**src/rtl/hazard_ctrl.sv**
```systemverilog
// Pipeline sequencing controller for the 5-stage RV32 core: load-use stall,
// taken-branch flush, data-memory wait-state freeze and sticky timeout error.
module hazard_ctrl #(
  parameter int MEM_TIMEOUT = 15,
  parameter int CNT_W       = 16
) (
  input  logic             clk,
  input  logic             reset_n,
  input  logic             id_valid,
  input  logic [4:0]       id_rs1,
  input  logic [4:0]       id_rs2,
  input  logic [4:0]       id_rd,
  input  logic [7:0]       id_ctl,
  input  logic             ex_branch_taken,
  input  logic             mem_ready,
  output logic             pc_en,
  output logic             ifid_en,
  output logic             ifid_flush,
  output logic             idex_bubble,
  output logic             exmem_en,
  output logic             memwb_bubble,
  output logic             mem_err,
  output logic [CNT_W-1:0] lu_stall_cnt,
  output logic [CNT_W-1:0] mem_wait_cnt
);

  localparam int WC_W = (MEM_TIMEOUT < 1) ? 1 : $clog2(MEM_TIMEOUT + 1);
  localparam logic [WC_W-1:0] WC_LIMIT = WC_W'(MEM_TIMEOUT);
  localparam logic [CNT_W-1:0] CNT_MAX = {CNT_W{1'b1}};
  localparam logic [CNT_W-1:0] CNT_ONE = {{(CNT_W-1){1'b0}}, 1'b1};

  typedef enum logic [1:0] {
    ST_RUN      = 2'd0,
    ST_MEM_WAIT = 2'd1,
    ST_ERR      = 2'd2
  } state_t;

  state_t            state_r;
  logic [WC_W-1:0]   wait_ctr_r;
  logic [4:0]        ex_rd_r;
  logic              ex_memread_r;
  logic              ex_memwrite_r;
  logic              mem_acc_r;
  logic [CNT_W-1:0]  lu_stall_cnt_r;
  logic [CNT_W-1:0]  mem_wait_cnt_r;

  logic              hazard_s;
  logic              freeze_req_s;
  logic              pc_en_s;
  logic              ifid_en_s;
  logic              ifid_flush_s;
  logic              idex_bubble_s;
  logic              exmem_en_s;
  logic              memwb_bubble_s;
  logic              lu_stall_s;
  logic              mem_freeze_s;

  // rs2 only matters when the instruction actually reads it: R-type/branch (ALUSrc=0) or a store.
  assign hazard_s = id_valid & ex_memread_r & (ex_rd_r != 5'd0) &
                    ((id_rs1 == ex_rd_r) |
                     ((id_rs2 == ex_rd_r) & (~id_ctl[7] | id_ctl[3])));

  // In MEM_WAIT the outstanding access is by definition still pending.
  assign freeze_req_s = ~mem_ready & (mem_acc_r | (state_r == ST_MEM_WAIT));

  // Stage enable / bubble decode from FSM state and current-cycle inputs.
  always_comb begin
    pc_en_s        = 1'b1;
    ifid_en_s      = 1'b1;
    ifid_flush_s   = 1'b0;
    idex_bubble_s  = 1'b0;
    exmem_en_s     = 1'b1;
    memwb_bubble_s = 1'b0;
    lu_stall_s     = 1'b0;
    mem_freeze_s   = 1'b0;
    if (!reset_n) begin
      pc_en_s   = 1'b1;
      ifid_en_s = 1'b1;
    end else begin
      case (state_r)
        ST_RUN, ST_MEM_WAIT: begin
          if (freeze_req_s) begin
            pc_en_s        = 1'b0;
            ifid_en_s      = 1'b0;
            exmem_en_s     = 1'b0;
            memwb_bubble_s = 1'b1;
            mem_freeze_s   = 1'b1;
          end else if (ex_branch_taken) begin
            ifid_flush_s  = 1'b1;
            idex_bubble_s = 1'b1;
          end else if (hazard_s) begin
            pc_en_s       = 1'b0;
            ifid_en_s     = 1'b0;
            idex_bubble_s = 1'b1;
            lu_stall_s    = 1'b1;
          end else begin
            pc_en_s = 1'b1;
          end
        end
        ST_ERR: begin
          pc_en_s        = 1'b0;
          ifid_en_s      = 1'b0;
          exmem_en_s     = 1'b0;
          memwb_bubble_s = 1'b1;
        end
        default: begin
          pc_en_s        = 1'b0;
          ifid_en_s      = 1'b0;
          exmem_en_s     = 1'b0;
          memwb_bubble_s = 1'b1;
        end
      endcase
    end
  end

  // FSM and memory wait counter.
  always_ff @(posedge clk or negedge reset_n) begin
    if (!reset_n) begin
      state_r    <= ST_RUN;
      wait_ctr_r <= {WC_W{1'b0}};
    end else begin
      case (state_r)
        ST_RUN: begin
          if (freeze_req_s) begin
            state_r    <= ST_MEM_WAIT;
            wait_ctr_r <= {{(WC_W-1){1'b0}}, 1'b1};
          end else begin
            state_r <= ST_RUN;
          end
        end
        ST_MEM_WAIT: begin
          if (mem_ready) begin
            state_r    <= ST_RUN;
            wait_ctr_r <= {WC_W{1'b0}};
          end else if (wait_ctr_r >= WC_LIMIT) begin
            state_r <= ST_ERR;
          end else begin
            wait_ctr_r <= wait_ctr_r + {{(WC_W-1){1'b0}}, 1'b1};
          end
        end
        ST_ERR: begin
          state_r <= ST_ERR;
        end
        default: begin
          state_r <= ST_ERR;
        end
      endcase
    end
  end

  // Shadow copies of the EX/MEM hazard state; they move only when the pipe advances.
  always_ff @(posedge clk or negedge reset_n) begin
    if (!reset_n) begin
      ex_rd_r       <= 5'd0;
      ex_memread_r  <= 1'b0;
      ex_memwrite_r <= 1'b0;
      mem_acc_r     <= 1'b0;
    end else if (exmem_en_s) begin
      ex_rd_r       <= id_rd;
      ex_memread_r  <= id_ctl[4] & id_valid & ~idex_bubble_s;
      ex_memwrite_r <= id_ctl[3] & id_valid & ~idex_bubble_s;
      mem_acc_r     <= ex_memread_r | ex_memwrite_r;
    end else begin
      mem_acc_r <= mem_acc_r;
    end
  end

  // Saturating performance counters.
  always_ff @(posedge clk or negedge reset_n) begin
    if (!reset_n) begin
      lu_stall_cnt_r <= {CNT_W{1'b0}};
      mem_wait_cnt_r <= {CNT_W{1'b0}};
    end else begin
      if (lu_stall_s && (lu_stall_cnt_r != CNT_MAX)) begin
        lu_stall_cnt_r <= lu_stall_cnt_r + CNT_ONE;
      end else begin
        lu_stall_cnt_r <= lu_stall_cnt_r;
      end
      if (mem_freeze_s && (mem_wait_cnt_r != CNT_MAX)) begin
        mem_wait_cnt_r <= mem_wait_cnt_r + CNT_ONE;
      end else begin
        mem_wait_cnt_r <= mem_wait_cnt_r;
      end
    end
  end

  assign pc_en        = pc_en_s;
  assign ifid_en      = ifid_en_s;
  assign ifid_flush   = ifid_flush_s;
  assign idex_bubble  = idex_bubble_s;
  assign exmem_en     = exmem_en_s;
  assign memwb_bubble = memwb_bubble_s;
  assign mem_err      = (state_r == ST_ERR);
  assign lu_stall_cnt = lu_stall_cnt_r;
  assign mem_wait_cnt = mem_wait_cnt_r;

endmodule

```
**config.mk**
```make
export PLATFORM = sky130hd
export DESIGN_NAME = hazard_ctrl
export DESIGN_NICKNAME = d
export VERILOG_FILES = /design/src/rtl/hazard_ctrl.sv
export SDC_FILE = /design/constraint.sdc
export NUM_CORES = 1
export LEC_CHECK = 0
export ABC_AREA = 1
export CAP_MARGIN = 20
export CORE_AREA = 2 2 80 82
export DETAILED_ROUTE_END_ITERATION = 10
export DIE_AREA = 0 0 82 84
export GPL_TIMING_DRIVEN = 0
export PLACE_DENSITY_LB_ADDON = 0.25
export SYNTH_ARGS = -nofsm -noshare
export SYNTH_HDL_FRONTEND = slang
export SYNTH_SLANG_ARGS = --single-unit
export TNS_END_PERCENT = 10
```
**constraint.sdc**
```tcl
create_clock -name clk -period 2.2 [get_ports clk]
set_input_delay 0.33 -clock clk [delete_from_list [all_inputs] [get_ports clk]]
set_output_delay 0.33 -clock clk [all_outputs]
set_load 0.02 [all_outputs]
```
Yosys cells after proc, flatten, opt, wreduce, memory -nomap -nowiden
Cells that the tools add are included.
{ "word_totals": {"regBits": 46, "in_bits": 28, "out_inout_bits": 39, "elab_cells": 78} }
{ "op_classes": {"n_addsub": 3, "order_cmp": 1, "eq_ne": 9, "n_mux": 34, "bitwise": 16, "n_reduce_logical": 7} }
{ "op_table": {"columns": ["op", "count"], "rows": [
  ["$add A16 B1 Y16 const B", 2],
  ["$ne A16 B16 Y1 const B", 2],
  ["$mux W1", 27],
  ["$mux W4", 3],
  ["$eq A5 B5 Y1", 2],
  ["$and A1 B1 Y1", 9],
  ["$pmux W4 S2", 1],
  ["$reduce_bool A5 Y1", 1],
  ["$add A4 B1 Y4 const B", 1],
  ["$ge A4 B4 Y1 const B", 1],
  ["$mux W2", 2],
  ["$or A1 B1 Y1", 4],
  ["$pmux W2 S2", 1],
  ["$ne A3 B2 Y1 const B", 1],
  ["$ne A3 B3 Y1 const B", 1],
  ["$not A1 Y1", 3],
  ["$reduce_and A3 Y1", 1],
  ["$eq A2 B1 Y1 const B", 1],
  ["$eq A2 B2 Y1 const B", 1],
  ["$logic_and A1 B1 Y1", 2],
  ["$logic_not A2 Y1", 1],
  ["$ne A2 B2 Y1 const B", 1],
  ["$reduce_bool A2 Y1", 1],
  ["$reduce_or A2 Y1", 1]
]} }

Depth between registers and ports, before layout
Gate-level depths: netlist of the first run.
{ "logic_depth": {"depth_word": 12, "mapped_depth": 12, "ltp_nobuf": 12} }

Worst setup path after synthesis of the first run
Ideal clock, no wire load.
{ "synth_path": {"path_type": "flip-flop to output port", "start": "register state_r[0]", "end": "output port pc_en", "arrival_time_ps": 1486, "t_required_ps": 1870, "slack_ps": 384, "stages_incl_launch_ff": 10, "n_path_buf": 2, "path_cell_list": "dfrtp_1 inv_1 nor2_1 o21ai_1 nand2_1 nand2_1 buf_2 nand2_1 inv_1 buf_4"} }
{ "synth_via": {"elab_chain_len": 6, "elab_cells_between_ends": 8, "cone_classes": "1 x eq/ne; 3 x mux; 2 x bitwise; 2 x reduce/logical"} }
{ "synth_lines": {"columns": ["element", "line_no", "text"], "rows": [
  ["start: declaration", "38", "state_t state_r;"],
  ["start signal: assignment", "119", "state_r <= ST_RUN;"],
  ["start signal: assignment", "125", "state_r <= ST_MEM_WAIT;"],
  ["start signal: assignment", "128", "state_r <= ST_RUN;"],
  ["$eq A2 B1 Y1", null, null],
  ["$or A1 B1 Y1", "64", "assign freeze_req_s = ~mem_ready & (mem_acc_r | (state_r == ST_MEM_WAIT));"],
  ["$and A1 B1 Y1", "64", null],
  ["$mux W1", null, null],
  ["$mux W1 * (2 in series)", null, null],
  ["end: declaration", "16", "output logic pc_en,"]
]} }
Mark *: on every way between the ends. The rest lies on a longest branch, timed or not.

Worst setup path after layout of the first run
{ "layout_path": {"start": "input port id_rs2[3]", "end": "output port pc_en"} }
{ "layout_via": {"elab_chain_len": 9} }
{ "layout_lines": {"columns": ["element", "line_no", "text"], "rows": [
  ["start: declaration", "11", "input logic [4:0] id_rs2,"],
  ["$eq A5 B5 Y1", "61", "((id_rs2 == ex_rd_r) & (~id_ctl[7] | id_ctl[3])));"],
  ["$and A1 B1 Y1", "61", null],
  ["$or A1 B1 Y1", "60", "((id_rs1 == ex_rd_r) |"],
  ["$and A1 B1 Y1", "59", "assign hazard_s = id_valid & ex_memread_r & (ex_rd_r != 5'd0) &"],
  ["$mux W1", "91", "end else if (hazard_s) begin"],
  ["$mux W1", "88", "end else if (ex_branch_taken) begin"],
  ["$mux W1", "82", "if (freeze_req_s) begin"],
  ["$mux W1", "80", "case (state_r)"],
  ["$mux W1", "76", "if (!reset_n) begin"]
]} }
Every way passes these cells.

==> impl_metrics.ini, run 1 <==
[status]
status = finished clean

[detailed_routing]
drcViolationCount = 0
drtPass1Iterations = 4
drtIter0Drc = 149
vias = 2445
ant_nets = 0
drt_wl_total_mm = 6.04
detail_route.vias_per_cell = 4.83
wl_per_cell_um = 11.9

[layout]
finish.net_count = 459
n_fill_cell = 567
diodes = 0
final_cell_area_mm2 = 0.00358
syn2layout_area_growth_pct = 32.2
drive_gt1_share_pct = 11.0

[cts]
path_clk_slew_ns = 0.08
cts-root-buf = clkbuf_8
cts_buffers = 5
clock_tree.buffer_depth = 2
cts_tree = yes
cts_sinks = 46
clock_latency_ns = 0.30
cts.htree.levels = 2

[floorplanning]
die_w_um = 82
die_h_um = 84
start_util_pct = 44.4
core_mm2 = 0.00610
rows = 29
pin_count = 67
die_area_mm2 = 0.00689

[power_and_ir_drop]
power.density_mw_per_mm2 = 675
vdd_drop_max_uv = 538
total_power_uw = 2420
p_leak_uw = 0.00180

[logic_synthesis]
postSynthAreaPerCell_um2 = 7.59
ys.flop_type = dfrtp_1
ys_ff_latch = 46
synth_nets = 388
synth-seq-area-share_pct = 42.5
synth_top_area_share_pct = 42.5
yosys.area.top_type = dfrtp_1
synth-edff-count = 0
synth_cell_types = 35
yosys_warnings = 0
yosysMostFrequentCell = nand2_1
async_flop_share_pct = 100
synthCells = 357
ys_top_cells_by_count = 111 x nand2_1, 52 x inv_1, 46 x dfrtp_1
synth.area.top_cells = dfrtp_1 42%, nand2_1 15%, inv_1 7.2%
synth_area_mm2 = 0.00271

[timing]
maxSlewViolCount = 0
fmax_ghz = 0.473
final.setup_skew_ns = 0.00587
setup_viol_count_final = 0
slew_headroom_pct = 60.5
finalCritPeriodShare_pct = 96.1
hold_viol_final = 0
worstMarginPinSlew_ns = 0.586
fin_crit_ns = 2.11

[critical_path]
endpoint_kind = output port
cpPeakStageDelay_ns = 0.48
r2r_slack_ns = 0.31
path_common_cell = nand2_1
crit_fanout = 5
reg2reg_to = lu_stall_cnt[9]$_DFFE_PN0P_
critPathBufInv = 5
worst-setup-path-type = input port to output port
cp_data_arrival_time_ns = 1.78
cpMaxStageDelayCell = clkdlybuf4s50_1
required_ns = 1.87
critical-path-top-delay-family = buffers and inverters
worstPathCellList = clkdlybuf4s50_1, inv_1, nand2_1, nand2_1, nor2_2, nand3_1, nand2_4, nand3_2, nand2_1, inv_1, buf_4, buf_4
reg2reg_from = lu_stall_cnt[0]$_DFFE_PN0P_
r2r_cells = 11
start_kind = input port

[global_routing]
track_usage_pct = 18.4
grt_pass1_wl_mm = 10.1
grt_pass1_vias = 2325
grt-ovfl-total = 0
grt_antenna_before_repair = 0
grt_start_max_net_pins = 37

[placement]
place.gp.congestion = 0.825
hpwlAfterDp_mm = 4.52
numPortBuffers = 61
dpl_cell_area_mm2 = 0.00343

[worst_hold_path]
hold_class = input port to asynchronous set/reset pin

[run]
drv_cap = 0
cell type report:
class | instances | area [µm²] | share of cell area, %
clock buffers | 7 | 86.3 | 2.41
clock inverters | 1 | 5.00 | 0.140
plain buffers | 3 | 30.0 | 0.839
multi-input cells | 249 | 1340 | 37.4
inverters | 59 | 221 | 6.18
repair buffers | 64 | 651 | 18.2
flip-flops and latches | 46 | 1150 | 32.1
well taps | 77 | 96.3 | 2.69
layer usage:
layer / wire length [µm] / GRT usage (%) / vias to the layer above
met1: 2820 / 24.7 / 1126
met2: 2880 / 29.9 / 56
met4: 64 / 4.39 / 0
met5: 0 / 0 / -
li1: - / - / 1257
met3: 280 / 4.00 / 6
worst max-delay path by stage:
stage	from	endpoint	slack [ns]	cells after the start
2_1_floorplan	state_r[0]$_DFFE_PN0P_	pc_en	0.38	9
3_3_place_gp	reset_n	pc_en	-2.23	7
3_5_place_dp	mem_ready	pc_en	-0.57	10
4_1_cts	mem_ready	ifid_en	-0.02	9
5_1_grt	id_rs2[3]	pc_en	-0.02	12
6_report	id_rs2[3]	pc_en	0.09	12
layout by cell type (no fill, tap or decap), drive strengths merged, types with 6 or more instances in the layout:
cell	count
buf	8
clkbuf	7
clkdlybuf4s50	48
dfrtp	46
dlymetal6s2s	6
inv	59
nand2	114
nand3	29
nand3b	8
nor2	39
nor3	10
o21ai	14
xor2	11
worst reg2reg max path: stages (launching register included):
cell	delay (ns)
dfrtp_1	0.44
ha_1	0.24
nand3_2	0.11
inv_2	0.08
nand3_1	0.08
nor3_2	0.19
nand3_2	0.16
inv_2	0.14
nor2_8	0.07
buf_6	0.14
nand3b_1	0.08
nand2_1	0.05
power breakdown:
group	internal, µW	switching [µW]	total, µW
clock network	254	287	541
logic	335	466	801
registers	959	119	1080
total	1550	871	2420
repair_timing:
action	CTS	global route
setup endpoints to repair	6	5
hold buffers	1	0
hold endpoints to repair	12	0
pin swaps	1	4
cloned	0	0
buffers inserted	0	1
gates resized for setup	15	14
state kept, by name (all words and copies together), names as in the netlist:
signal / flops
mem_wait_cnt: 16
ex_memwrite_r: 1
state_r: 2
wait_ctr_r: 4
lu_stall_cnt: 16
ex_memread_r: 1
ex_rd_r: 5
mem_acc_r: 1
logic make-up (layout without fill, tap and decap cells):
group,after synthesis,after routing,synth area share (%)
compound gates,23,23,5.17
xor+xnor,16,16,5.17
fa+ha+maj,3,3,1.39
buf+inv,62,134,9.05
flops,46,46,42.5
mux,1,1,0.416
simple gates,206,206,36.3
per-stage QoR:
| step | instances | setup slack [ns] | hold slack (ns) | TNS, ns | utilization [%] |
|---|---|---|---|---|---|
| 3_3_place_gp | 495 | -2.23 | 0.469 | -103.28 | 56.0 |
| 6_report | 506 | 0.0856 | 0.0141 | 0 | 58.7 |
| 2_1_floorplan | 357 | 0.384 | 0.0344 | 0 | - |
| 3_5_place_dp | 496 | -0.569 | 0.250 | -2.30 | 56.3 |
| 4_1_cts | 505 | -0.0217 | 0.0153 | -0.0217 | 58.0 |
| 5_1_grt | 506 | -0.0153 | 0.0206 | -0.0153 | 58.7 |
(Power assumes the default switching activity.)
==> inputs of run 2 (changes only) <==
--- a/config.mk
+++ b/config.mk
@@ -12,6 +12,7 @@
 export DIE_AREA = 0 0 82 84
 export GPL_TIMING_DRIVEN = 0
 export PLACE_DENSITY_LB_ADDON = 0.25
+export SKIP_CTS_REPAIR_TIMING = 1
 export SYNTH_ARGS = -nofsm -noshare
 export SYNTH_HDL_FRONTEND = slang
 export SYNTH_SLANG_ARGS = --single-unit
==> impl_metrics.ini, run 2 (synthesized netlist as in run 1, its figures left out) <==
[floorplanning]
start_util_pct = 44.4
core_mm2 = 0.00610
die_h_um = 84
pin_count = 67
die_w_um = 82
die_area_mm2 = 0.00689
rows = 29

[detailed_routing]
ant_nets = 0
vias = 2432
drtPass1Iterations = 4
met3_length_um = 281
wl_met2_mm = 2.78
drcViolationCount = 0
drt_wl_total_mm = 5.97
drtIter0Drc = 119
wirelength_met1_mm = 2.85
wl_per_cell_um = 11.8
detail_route.vias_per_cell = 4.82
routed.top_layer = met4

[timing]
setup_tns_ns = 0
fin_crit_ns = 2.19
holdWs_ns = 0.00205
finalCritPeriodShare_pct = 99.3
final.setup_skew_ns = 0.00703
setup_viol_count_final = 0
worstMarginPinSlew_ns = 0.594
fmax_ghz = 0.458
slew_headroom_pct = 60.3
hold_viol_final = 0
maxSlewViolCount = 0
rsz0062_at_grt = true

[layout]
diodes = 0
syn2layout_area_growth_pct = 31.1
final_cell_mix = 110 x nand2_1, 54 x clkdlybuf4s50_1, 51 x inv_1
final_cell_area_mm2 = 0.00355
finish.net_count = 458
drive_gt1_share_pct = 9.81
final_common_cell = nand2_1

[critical_path]
start_kind = input port
endpoint_kind = output port
worst-setup-path-type = input port to output port
crit_fanout = 10
cp_data_arrival_time_ns = 1.86
required_ns = 1.87

[placement]
numPortBuffers = 61
place.gp.congestion = 0.825
hpwlAfterDp_mm = 4.52
dpl_cell_area_mm2 = 0.00343

[global_routing]
grt-ovfl-total = 0
track_usage_pct = 18.3
grt_pass1_wl_mm = 10.1
grt_start_max_net_pins = 37
grt_pass1_vias = 2319
grt_antenna_before_repair = 0

[power_and_ir_drop]
p_leak_uw = 0.00177
vdd_drop_max_uv = 538
total_power_uw = 2400
power.density_mw_per_mm2 = 675

[cts]
clock_latency_ns = 0.30
cts_sinks = 46
cts_tree = yes
cts-root-buf = clkbuf_8
cts_buffers = 5
clock_tree.buffer_depth = 2
cts.htree.levels = 2
path_clk_slew_ns = 0.09

[worst_hold_path]
hold_class = input port to asynchronous set/reset pin

[status]
status = finished clean

[run]
drv_cap = 0
==> run 2: layout make-up <==
cell class / count / area, µm²
Sequential cell: 46 / 1150
Fill cell: 571 / 2540
Tap cell: 77 / 96.3
Multi-Input combinational cell: 249 / 1320
Clock buffer: 7 / 86.3
Inverter: 59 / 221
Clock inverter: 1 / 5.00
Timing Repair Buffer: 63 / 644
Buffer: 3 / 26.3
==> run 2: layer usage <==
layer	global-route usage, %	vias up
met3	4.00	6
met5	0	-
met2	29.7	55
met1	24.6	1117
met4	4.39	0
li1	-	1254
==> run 2: power breakdown <==
group	internal [µW]	switching, µW	total [µW]
Clock	254	288	542
Sequential	958	116	1070
Combinational	330	449	779
==> run 2: per-stage QoR <==
step / instances / utilization, % / setup WS (ns)
after floorplan: 357 / - / 0.384
after global placement: 495 / 56.0 / -2.23
after detailed placement: 496 / 56.3 / -0.569
after CTS: 504 / 57.8 / -0.575
after global routing: 505 / 58.3 / -0.112
final: 505 / 58.3 / 0.0148
==> run 2: worst paths after layout <==
| path | end | start | slack (ns) | cells after the start |
|---|---|---|---|---|
| min in group clk | ex_memwrite_r$_DFFE_PN0P_ | ex_memwrite_r$_DFFE_PN0P_ | 0.51 | 2 |
| worst max register to register | lu_stall_cnt[13]$_DFFE_PN0P_ | lu_stall_cnt[0]$_DFFE_PN0P_ | 0.30 | 11 |
| worst min register to register | ex_memwrite_r$_DFFE_PN0P_ | ex_memwrite_r$_DFFE_PN0P_ | 0.51 | 2 |
| max in group asynchronous | mem_wait_cnt[9]$_DFFE_PN0P_ | reset_n | 1.21 | 2 |
| worst max-delay path | ifid_en | mem_ready | 0.01 | 9 |
| worst min-delay path | state_r[0]$_DFFE_PN0P_ | reset_n | 0.002 | 2 |
==> run 2: worst max-delay path, stage by stage <==
cell             delay, ns
clkdlybuf4s50_1       0.55
inv_1                 0.08
o21ai_1               0.07
nand2_1               0.15
nand2_4               0.13
clkbuf_4              0.20
nand2_1               0.06
inv_1                 0.06
dlymetal6s2s_1        0.22
